**src/rtl/dbus_ctrl_if.sv**
```systemverilog
// Bundle of the core request/response channel and the DMEM/UART slave-side signals.
// The controller uses the master modport; the environment (core + slaves) uses slave.
interface dbus_ctrl_if #(
   parameter int unsigned DATA_WIDTH = 32
);
   logic                  req_valid;
   logic                  req_we;
   logic [DATA_WIDTH-1:0] req_addr;
   logic [DATA_WIDTH-1:0] req_wdata;
   logic [3:0]            req_mask;
   logic                  req_stall;
   logic                  rsp_valid;
   logic [DATA_WIDTH-1:0] rsp_rdata;
   logic                  rsp_err;
   logic                  dmem_sel;
   logic                  dmem_we;
   logic [DATA_WIDTH-1:0] dmem_addr;
   logic [DATA_WIDTH-1:0] dmem_wdata;
   logic [3:0]            dmem_mask;
   logic [DATA_WIDTH-1:0] dmem_rdata;
   logic                  uart_sel;
   logic                  uart_we;
   logic [3:0]            uart_addr;
   logic [DATA_WIDTH-1:0] uart_wdata;
   logic                  uart_ready;
   logic [DATA_WIDTH-1:0] uart_rdata;

   modport master (
      input  req_valid, req_we, req_addr, req_wdata, req_mask,
      input  dmem_rdata, uart_ready, uart_rdata,
      output req_stall, rsp_valid, rsp_rdata, rsp_err,
      output dmem_sel, dmem_we, dmem_addr, dmem_wdata, dmem_mask,
      output uart_sel, uart_we, uart_addr, uart_wdata
   );

   modport slave (
      output req_valid, req_we, req_addr, req_wdata, req_mask,
      output dmem_rdata, uart_ready, uart_rdata,
      input  req_stall, rsp_valid, rsp_rdata, rsp_err,
      input  dmem_sel, dmem_we, dmem_addr, dmem_wdata, dmem_mask,
      input  uart_sel, uart_we, uart_addr, uart_wdata
   );
endinterface

```
**src/rtl/dbus_ctrl.sv**
```systemverilog
// Data-bus controller: one load/store at a time, routed to DMEM (fixed 1-cycle) or UART
// (valid/ready with timeout), stalling the core until a one-cycle response is returned.
module dbus_ctrl #(
   parameter int unsigned DATA_WIDTH  = 32,
   parameter logic [3:0]  DMEM_REGION = 4'h2,
   parameter logic [3:0]  UART_REGION = 4'h8,
   parameter int unsigned TIMEOUT     = 255
) (
   input logic         clk,
   input logic         rst,
   dbus_ctrl_if.master bus
);

   typedef enum logic [1:0] {StIdle, StDmemAcc, StUartAcc, StResp} state_e;

   localparam logic [15:0] TimeoutLast = 16'(TIMEOUT - 1);

   state_e                state_q, state_d;
   logic [15:0]           cnt_q, cnt_d;
   logic                  we_q, we_d;
   logic [DATA_WIDTH-1:0] addr_q, addr_d;
   logic [DATA_WIDTH-1:0] wdata_q, wdata_d;
   logic [3:0]            mask_q, mask_d;
   logic                  err_q, err_d;
   logic                  is_dmem_q, is_dmem_d;
   logic [DATA_WIDTH-1:0] rdata_q, rdata_d;

   always_ff @(posedge clk) begin
      if (rst) state_q <= StIdle;
      else     state_q <= state_d;
   end

   always_ff @(posedge clk) begin
      if (rst) begin
         cnt_q     <= '0;
         we_q      <= 1'b0;
         addr_q    <= '0;
         wdata_q   <= '0;
         mask_q    <= '0;
         err_q     <= 1'b0;
         is_dmem_q <= 1'b0;
         rdata_q   <= '0;
      end else begin
         cnt_q     <= cnt_d;
         we_q      <= we_d;
         addr_q    <= addr_d;
         wdata_q   <= wdata_d;
         mask_q    <= mask_d;
         err_q     <= err_d;
         is_dmem_q <= is_dmem_d;
         rdata_q   <= rdata_d;
      end
   end

   always_comb begin
      state_d   = state_q;
      cnt_d     = cnt_q;
      we_d      = we_q;
      addr_d    = addr_q;
      wdata_d   = wdata_q;
      mask_d    = mask_q;
      err_d     = err_q;
      is_dmem_d = is_dmem_q;
      rdata_d   = rdata_q;
      unique case (state_q)
         StIdle: begin
            if (bus.req_valid) begin
               we_d      = bus.req_we;
               addr_d    = bus.req_addr;
               wdata_d   = bus.req_wdata;
               mask_d    = bus.req_mask;
               cnt_d     = '0;
               rdata_d   = '0;
               err_d     = 1'b0;
               is_dmem_d = 1'b0;
               if (bus.req_addr[31:28] == DMEM_REGION) begin
                  is_dmem_d = 1'b1;
                  state_d   = StDmemAcc;
               end else if (bus.req_addr[31:28] == UART_REGION) begin
                  state_d = StUartAcc;
               end else begin
                  err_d   = 1'b1;
                  state_d = StResp;
               end
            end
         end
         StDmemAcc: state_d = StResp;
         StUartAcc: begin
            // Ready is checked first so it wins over a coincident timeout.
            if (bus.uart_ready) begin
               rdata_d = we_q ? '0 : bus.uart_rdata;
               err_d   = 1'b0;
               cnt_d   = '0;
               state_d = StResp;
            end else if (cnt_q == TimeoutLast) begin
               err_d   = 1'b1;
               cnt_d   = '0;
               state_d = StResp;
            end else begin
               cnt_d = cnt_q + 16'd1;
            end
         end
         StResp: begin
            cnt_d   = '0;
            state_d = StIdle;
         end
         default: state_d = StIdle;
      endcase
   end

   always_comb begin
      bus.req_stall  = 1'b0;
      bus.rsp_valid  = 1'b0;
      bus.rsp_rdata  = '0;
      bus.rsp_err    = 1'b0;
      bus.dmem_sel   = 1'b0;
      bus.dmem_we    = 1'b0;
      bus.dmem_addr  = '0;
      bus.dmem_wdata = '0;
      bus.dmem_mask  = '0;
      bus.uart_sel   = 1'b0;
      bus.uart_we    = 1'b0;
      bus.uart_addr  = '0;
      bus.uart_wdata = '0;
      // Reset forces every output low combinationally, so uart_sel drops at once.
      if (!rst) begin
         unique case (state_q)
            StIdle: bus.req_stall = bus.req_valid;
            StDmemAcc: begin
               bus.req_stall  = 1'b1;
               bus.dmem_sel   = 1'b1;
               bus.dmem_we    = we_q;
               bus.dmem_addr  = addr_q;
               bus.dmem_wdata = wdata_q;
               bus.dmem_mask  = mask_q;
            end
            StUartAcc: begin
               bus.req_stall  = 1'b1;
               bus.uart_sel   = 1'b1;
               bus.uart_we    = we_q;
               bus.uart_addr  = addr_q[3:0];
               bus.uart_wdata = wdata_q;
            end
            StResp: begin
               bus.rsp_valid = 1'b1;
               bus.rsp_err   = err_q;
               if (!err_q && !we_q) bus.rsp_rdata = is_dmem_q ? bus.dmem_rdata : rdata_q;
            end
            default: ;
         endcase
      end
   end

endmodule

```
**src/flat_wrapper.sv**
```systemverilog
// flat-port wrapper written by rule: the top's interface ports become plain ports
module dbus_ctrl_flat 
#(
   parameter int unsigned DATA_WIDTH  = 32,
   parameter logic [3:0]  DMEM_REGION = 4'h2,
   parameter logic [3:0]  UART_REGION = 4'h8,
   parameter int unsigned TIMEOUT     = 255
)
  (clk, rst, bus_req_valid, bus_req_we, bus_req_addr, bus_req_wdata, bus_req_mask, bus_dmem_rdata, bus_uart_ready, bus_uart_rdata, bus_req_stall, bus_rsp_valid, bus_rsp_rdata, bus_rsp_err, bus_dmem_sel, bus_dmem_we, bus_dmem_addr, bus_dmem_wdata, bus_dmem_mask, bus_uart_sel, bus_uart_we, bus_uart_addr, bus_uart_wdata);
  dbus_ctrl_if #(.DATA_WIDTH(DATA_WIDTH)) bus_i ();
  input logic clk;
  input logic rst;
  input wire logic [$bits(bus_i.req_valid)-1:0] bus_req_valid;
  input wire logic [$bits(bus_i.req_we)-1:0] bus_req_we;
  input wire logic [$bits(bus_i.req_addr)-1:0] bus_req_addr;
  input wire logic [$bits(bus_i.req_wdata)-1:0] bus_req_wdata;
  input wire logic [$bits(bus_i.req_mask)-1:0] bus_req_mask;
  input wire logic [$bits(bus_i.dmem_rdata)-1:0] bus_dmem_rdata;
  input wire logic [$bits(bus_i.uart_ready)-1:0] bus_uart_ready;
  input wire logic [$bits(bus_i.uart_rdata)-1:0] bus_uart_rdata;
  output wire logic [$bits(bus_i.req_stall)-1:0] bus_req_stall;
  output wire logic [$bits(bus_i.rsp_valid)-1:0] bus_rsp_valid;
  output wire logic [$bits(bus_i.rsp_rdata)-1:0] bus_rsp_rdata;
  output wire logic [$bits(bus_i.rsp_err)-1:0] bus_rsp_err;
  output wire logic [$bits(bus_i.dmem_sel)-1:0] bus_dmem_sel;
  output wire logic [$bits(bus_i.dmem_we)-1:0] bus_dmem_we;
  output wire logic [$bits(bus_i.dmem_addr)-1:0] bus_dmem_addr;
  output wire logic [$bits(bus_i.dmem_wdata)-1:0] bus_dmem_wdata;
  output wire logic [$bits(bus_i.dmem_mask)-1:0] bus_dmem_mask;
  output wire logic [$bits(bus_i.uart_sel)-1:0] bus_uart_sel;
  output wire logic [$bits(bus_i.uart_we)-1:0] bus_uart_we;
  output wire logic [$bits(bus_i.uart_addr)-1:0] bus_uart_addr;
  output wire logic [$bits(bus_i.uart_wdata)-1:0] bus_uart_wdata;
  assign bus_i.req_valid = bus_req_valid;
  assign bus_i.req_we = bus_req_we;
  assign bus_i.req_addr = bus_req_addr;
  assign bus_i.req_wdata = bus_req_wdata;
  assign bus_i.req_mask = bus_req_mask;
  assign bus_i.dmem_rdata = bus_dmem_rdata;
  assign bus_i.uart_ready = bus_uart_ready;
  assign bus_i.uart_rdata = bus_uart_rdata;
  assign bus_req_stall = bus_i.req_stall;
  assign bus_rsp_valid = bus_i.rsp_valid;
  assign bus_rsp_rdata = bus_i.rsp_rdata;
  assign bus_rsp_err = bus_i.rsp_err;
  assign bus_dmem_sel = bus_i.dmem_sel;
  assign bus_dmem_we = bus_i.dmem_we;
  assign bus_dmem_addr = bus_i.dmem_addr;
  assign bus_dmem_wdata = bus_i.dmem_wdata;
  assign bus_dmem_mask = bus_i.dmem_mask;
  assign bus_uart_sel = bus_i.uart_sel;
  assign bus_uart_we = bus_i.uart_we;
  assign bus_uart_addr = bus_i.uart_addr;
  assign bus_uart_wdata = bus_i.uart_wdata;
  dbus_ctrl #(.DATA_WIDTH(DATA_WIDTH), .DMEM_REGION(DMEM_REGION), .UART_REGION(UART_REGION), .TIMEOUT(TIMEOUT)) u_core (.clk(clk), .rst(rst), .bus(bus_i));
endmodule
```
**config.mk**
```make
export PLATFORM = sky130hd
export DESIGN_NAME = dbus_ctrl_flat
export DESIGN_NICKNAME = d
export VERILOG_FILES = /design/src/rtl/dbus_ctrl_if.sv /design/src/rtl/dbus_ctrl.sv /design/src/flat_wrapper.sv
export SDC_FILE = /design/constraint.sdc
export NUM_CORES = 1
export LEC_CHECK = 0
export ABC_AREA = 1
export BUFFER_PORTS_ARGS = -buffer_cell sky130_fd_sc_hd__buf_4
export CORE_ASPECT_RATIO = 1.5
export CORE_UTILIZATION = 28
export CTS_CLUSTER_SIZE = 8
export DETAILED_ROUTE_END_ITERATION = 16
export PLACE_DENSITY_LB_ADDON = 0.1
export SETUP_SLACK_MARGIN = 0.3
export SLEW_MARGIN = 20
export SYNTH_ARGS = -nofsm -noshare
export SYNTH_HDL_FRONTEND = slang
export SYNTH_SLANG_ARGS = --single-unit
export TNS_END_PERCENT = 5
```
**constraint.sdc**
```tcl
create_clock -name clk -period 3 [get_ports clk]
set_input_delay 0.15 -clock clk [delete_from_list [all_inputs] [get_ports clk]]
set_output_delay 0.15 -clock clk [all_outputs]
set_load 0.02 [all_outputs]
```
# Word-level counts from Yosys, hierarchy flattened
# Cells that the tools add are included.
# totals
ff_bits	121
latch_bits	0
ram_bits	0
rom_bits	0
input_bits	137
memories	0
# classes
addsub	1
n_mul	0
div	0
magnitude_cmp	0
eq_ne	9
n_shift	0
mux	49
bitwise	0
n_reduce_logical	12
# ops
op	count
two-way mux 32 bit	13
case mux 32 bit (2 select lines)	1
two-way mux 16 bit	3
case mux 16 bit (3 select lines)	1
two-way mux 1 bit	20
adder 16 x 1 -> 16 bit (second input constant)	1
== test 16 x 8 -> 1 bit (second input constant)	1
two-way mux 4 bit	4
two-way mux 2 bit	4
case mux 2 bit (4 select lines)	1
AND reduction 2 bit	3
AND reduction 3 bit	2
== test 2 bit (second input constant)	2
== test 4 x 2 -> 1 bit (second input constant)	1
== test 4 bit (second input constant)	1
inequality test 2 bit (second input constant)	2
case mux 1 bit (2 select lines)	2
inequality test 3 x 2 -> 1 bit (second input constant)	1
nonzero test 3 bit	1
== test 2 x 1 -> 1 bit (second input constant)	1
zero test 1 bit	2
zero test 2 bit	1
nonzero test 2 bit	1
OR reduction 2 bit	1
logical AND 1 bit	1

# Longest topological paths before layout
# logic_depth
ltp_word	5
ltp_mapped	11

# Worst setup path after synthesis
# OpenSTA, ideal clock, no wires.
# synth_timing
path_type	flip-flop to output port
startpoint	register u_core.state_q[0]
endpoint	output bus_rsp_rdata[10]
arrival_ns	1.712
setup_slack_ns	1.138
path_stages_with_launch	7
cell_sequence	dfxtp_1 ha_1 inv_1 nor2_1 nand3_1 clkbuf_1 a21oi_1
# synth_via
elab_chain_len	3
# synth_rtl
element	line_no	source
start, declared	dbus_ctrl.sv:18	state_e state_q, state_d;
start signal, assigned	dbus_ctrl.sv:29	if (rst) state_q <= StIdle;
start signal, assigned	dbus_ctrl.sv:30	else state_q <= state_d;
== test 2 bit	dbus_ctrl.sv:127	unique case (state_q)
two-way mux 32 bit	dbus_ctrl.sv:127	
two-way mux 32 bit	dbus_ctrl.sv:126	if (!rst) begin
end, declared	flat_wrapper.sv:23	output wire logic [$bits(bus_i.rsp_rdata)-1:0] bus_rsp_rdata;
# Every way passes these cells.

# Worst setup path in the final report
# layout_timing
startpoint	register u_core.state_q[0]
endpoint	output bus_uart_we
# layout_via
elab_chain_len	3
# layout_rtl
element	line_no	source
== test 2 bit	dbus_ctrl.sv:127	
two-way mux 1 bit	dbus_ctrl.sv:127	
two-way mux 1 bit	dbus_ctrl.sv:126	
end, declared	flat_wrapper.sv:31	output wire logic [$bits(bus_i.uart_we)-1:0] bus_uart_we;
# Every way passes these cells.

==> impl_metrics.json <==
{
  "status": "completed",
  "tightest_slew_ns": 0.716,
  "syn-num-nets": 1044,
  "ant_nets": 0,
  "synth_compound_area_share_pct": 16.5,
  "htreeDepth": 4,
  "avgRoutedWirePerCell_um": 13.3,
  "nNetsFinal": 1333,
  "setup-tns-final_ns": 0,
  "post-route-util_pct": 44.3,
  "n_antenna_cell": 0,
  "crit_start": "u_core.state_q[0]$_SDFFE_PP0P_",
  "end_kind": "primary output",
  "grt_start_max_net_pins": 75,
  "clock-sinks": 121,
  "min_path_type": "in -> reg",
  "setup_slack_ns": 0.661,
  "synth.area.mux_share_pct": 0,
  "ir_drop_v": 0.000405,
  "post-cts-setup-buffers": 0,
  "cp_data_required_time_ns": 2.85,
  "grt_pass1_vias": 5969,
  "grt_pass1_wl_mm": 30.1,
  "clk-insertion-delay-late_ns": 0.41,
  "fin_skew_ns": 0.00823,
  "final.min_clock_period_ns": 2.34,
  "path_clk_slew_ns": 0.06,
  "die_w_um": 120,
  "num_vias": 6563,
  "slew_headroom_pct": 52.2,
  "antenna_found_initial": 0,
  "cp_max_fo": 37,
  "synth_top_family_by_area": "simple AND/OR/NAND/NOR gates",
  "grt.total_usage_pct": 18.0,
  "start_util_pct": 28.7,
  "drv_cap": 0,
  "yosysTopAreaCellShare_pct": 41.4,
  "cts-hold-fix-buffers": 41,
  "synth.avg_cell_area_um2": 6.52,
  "reg2reg_from": "u_core.state_q[0]$_SDFFE_PP0P_",
  "p_leak_nw": 3.93,
  "p_per_area_nw_per_um2": 673,
  "hpwl_mm": 13.5,
  "fillers": 2227,
  "final_cells": 1462,
  "synthXorXnorAreaFrac_pct": 0.898,
  "fmax_mhz": 427,
  "synth_fa_ha_area_share_pct": 1.92,
  "crit_type": "reg -> out",
  "finalHoldViolCount": 0,
  "placed_area_um2": 8080,
  "startpoint_type": "flip-flop",
  "grt-ovfl-total": 0,
  "synth_top_area_cell": "dfxtp_1",
  "synth_cells": 898,
  "root_buffer": "clkbuf_16",
  "worstPathArrival_ns": 2.19,
  "setup_viol": 0,
  "layout_worst_path_cycle_share_pct": 78.0,
  "drtPass1Iterations": 4,
  "ys_seq_area_share_pct": 41.4,
  "ys_top_cells_by_area": "dfxtp_1 41%, nor2_1 14%, nand2_1 11%",
  "hold_path_startpoint": "bus_req_wdata[16]",
  "design_area_um2": 9040,
  "slew_violations": 0,
  "first_iter_violations": 238,
  "synthDistinctLibCells": 27,
  "cts_buffers": 17,
  "fp.coreArea_um2": 20400,
  "dp_slack_ns": 1.08,
  "drc": 0,
  "syn2layout_area_growth_pct": 54.4,
  "wirelength_mm": 19.5,
  "dieArea_um2": 21500,
  "die_h_um": 179,
  "cts_tree": "done",
  "rows": 64,
  "yosys.area_share.simple_pct": 30.0,
  "viasPerCell": 4.49,
  "gp_congestion": 0.780,
  "yosysWarningCount": 0,
  "netlist_area_um2": 5850,
  "drive_above_1_share_pct": 28.1,
  "rsz0062_at_grt": "false",
  "cts_buffer_depth": 2,
  "cts.repair.resized": 0,
  "io_buffers": 279,
  "ys_ff_latch": 121,
  "dpl.cell_count": 1391,
  "io_pins": 280
}
[final cells by class]
type                    instances  area [um^2]  area share [%]
clock inverters                12          105            1.16
repair buffers                332         2590            28.7
flip-flops and latches        121         2420            26.8
clock buffers                  18          439            4.86
multi-input cells             647         2890            32.0
inverters                      68          255            2.82
well taps                     264          330            3.66
[metrics by stage]
step	hold WS, ns	total power (W)
after floorplan	0.310	0.00356
after global placement	0.403	0.00421
after detailed placement	0.406	0.00423
after CTS	0.000106	0.00619
after global routing	0.00162	0.00652
final	0.0165	0.00608
[report_power, final]
| part | total, W | internal [W] | switching, W |
|---|---|---|---|
| registers | 0.00208 | 0.00194 | 0.000139 |
| logic | 0.00211 | 0.000701 | 0.00141 |
| clock network | 0.00189 | 0.00115 | 0.000745 |
[logic make-up after synthesis]
logic type,count (synthesis)
AOI/OAI and AO/OA,189
xor gates and xnor gates,6
adders and majority gates,9
buffers and inverters,130
DFF,121
and+or+nand+nor,443
[worst paths after layout]
path | end | slack, ns | cells after the start
setup / recovery | bus_uart_we | 0.66 | 7
hold / removal | u_core.wdata_q[16]$_SDFFE_PP0P_ | 0.02 | 3
setup reg to reg | u_core.rdata_q[3]$_SDFFE_PP0P_ | 1.12 | 7
hold reg to reg | u_core.rdata_q[3]$_SDFFE_PP0P_ | 0.46 | 2
[worst max-delay path: stages (launching register included)]
cell and delay (ns):
dfxtp_1 0.42, inv_1 0.11, ha_1 0.20, inv_1 0.17, nor2_1 0.09, inv_2 0.48, nor2_1 0.10, buf_4 0.18
[sequential cells by signal, summed over array words and instances (netlist names)]
signal            flops
u_core.err_q          1
u_core.is_dmem_q      1
u_core.we_q           1
u_core.addr_q        32
u_core.wdata_q       32
u_core.cnt_q         16
u_core.rdata_q       32
u_core.state_q        2
u_core.mask_q         4
[cell usage after synthesis]
| master | instances |
|---|---|
| o21ai_2 | 2 |
| nand4_1 | 2 |
| o21bai_1 | 2 |
| buf_4 | 1 |
| nand2_1 | 171 |
| nor2_2 | 2 |
| ha_1 | 9 |
| nand2_4 | 2 |
| nor2_1 | 214 |
| nor3_1 | 1 |
| dfxtp_1 | 121 |
| clkbuf_2 | 1 |
| o22ai_1 | 2 |
| clkbuf_1 | 39 |
| xor2_1 | 3 |
| a21oi_1 | 108 |
| a21o_1 | 1 |
| buf_1 | 7 |
| clkinv_1 | 1 |
| nand3_1 | 47 |
| buf_6 | 5 |
| xnor2_1 | 3 |
| o21ai_0 | 74 |
| inv_2 | 4 |
| buf_2 | 9 |
| nand2_2 | 4 |
| inv_1 | 63 |
[placed cells by master, fill, tap and decap left out, types with 9 or more instances in the layout]
master / count
buf_4: 291
dfxtp_1: 121
clkbuf_16: 17
o21ai_0: 74
nand3_1: 47
inv_1: 62
nand2_1: 171
dlygate4sd3_1: 41
a21oi_1: 108
nor2_1: 213
ha_1: 9
[routing by layer]
metal,wire (um),up-vias,GRT usage (%)
met5,0,-,0
met4,311,0,6.35
met3,1270,19,4.83
met1,7700,2924,19.2
li1,-,3417,-
met2,10200,203,33.5
(Power assumes the default switching activity.)
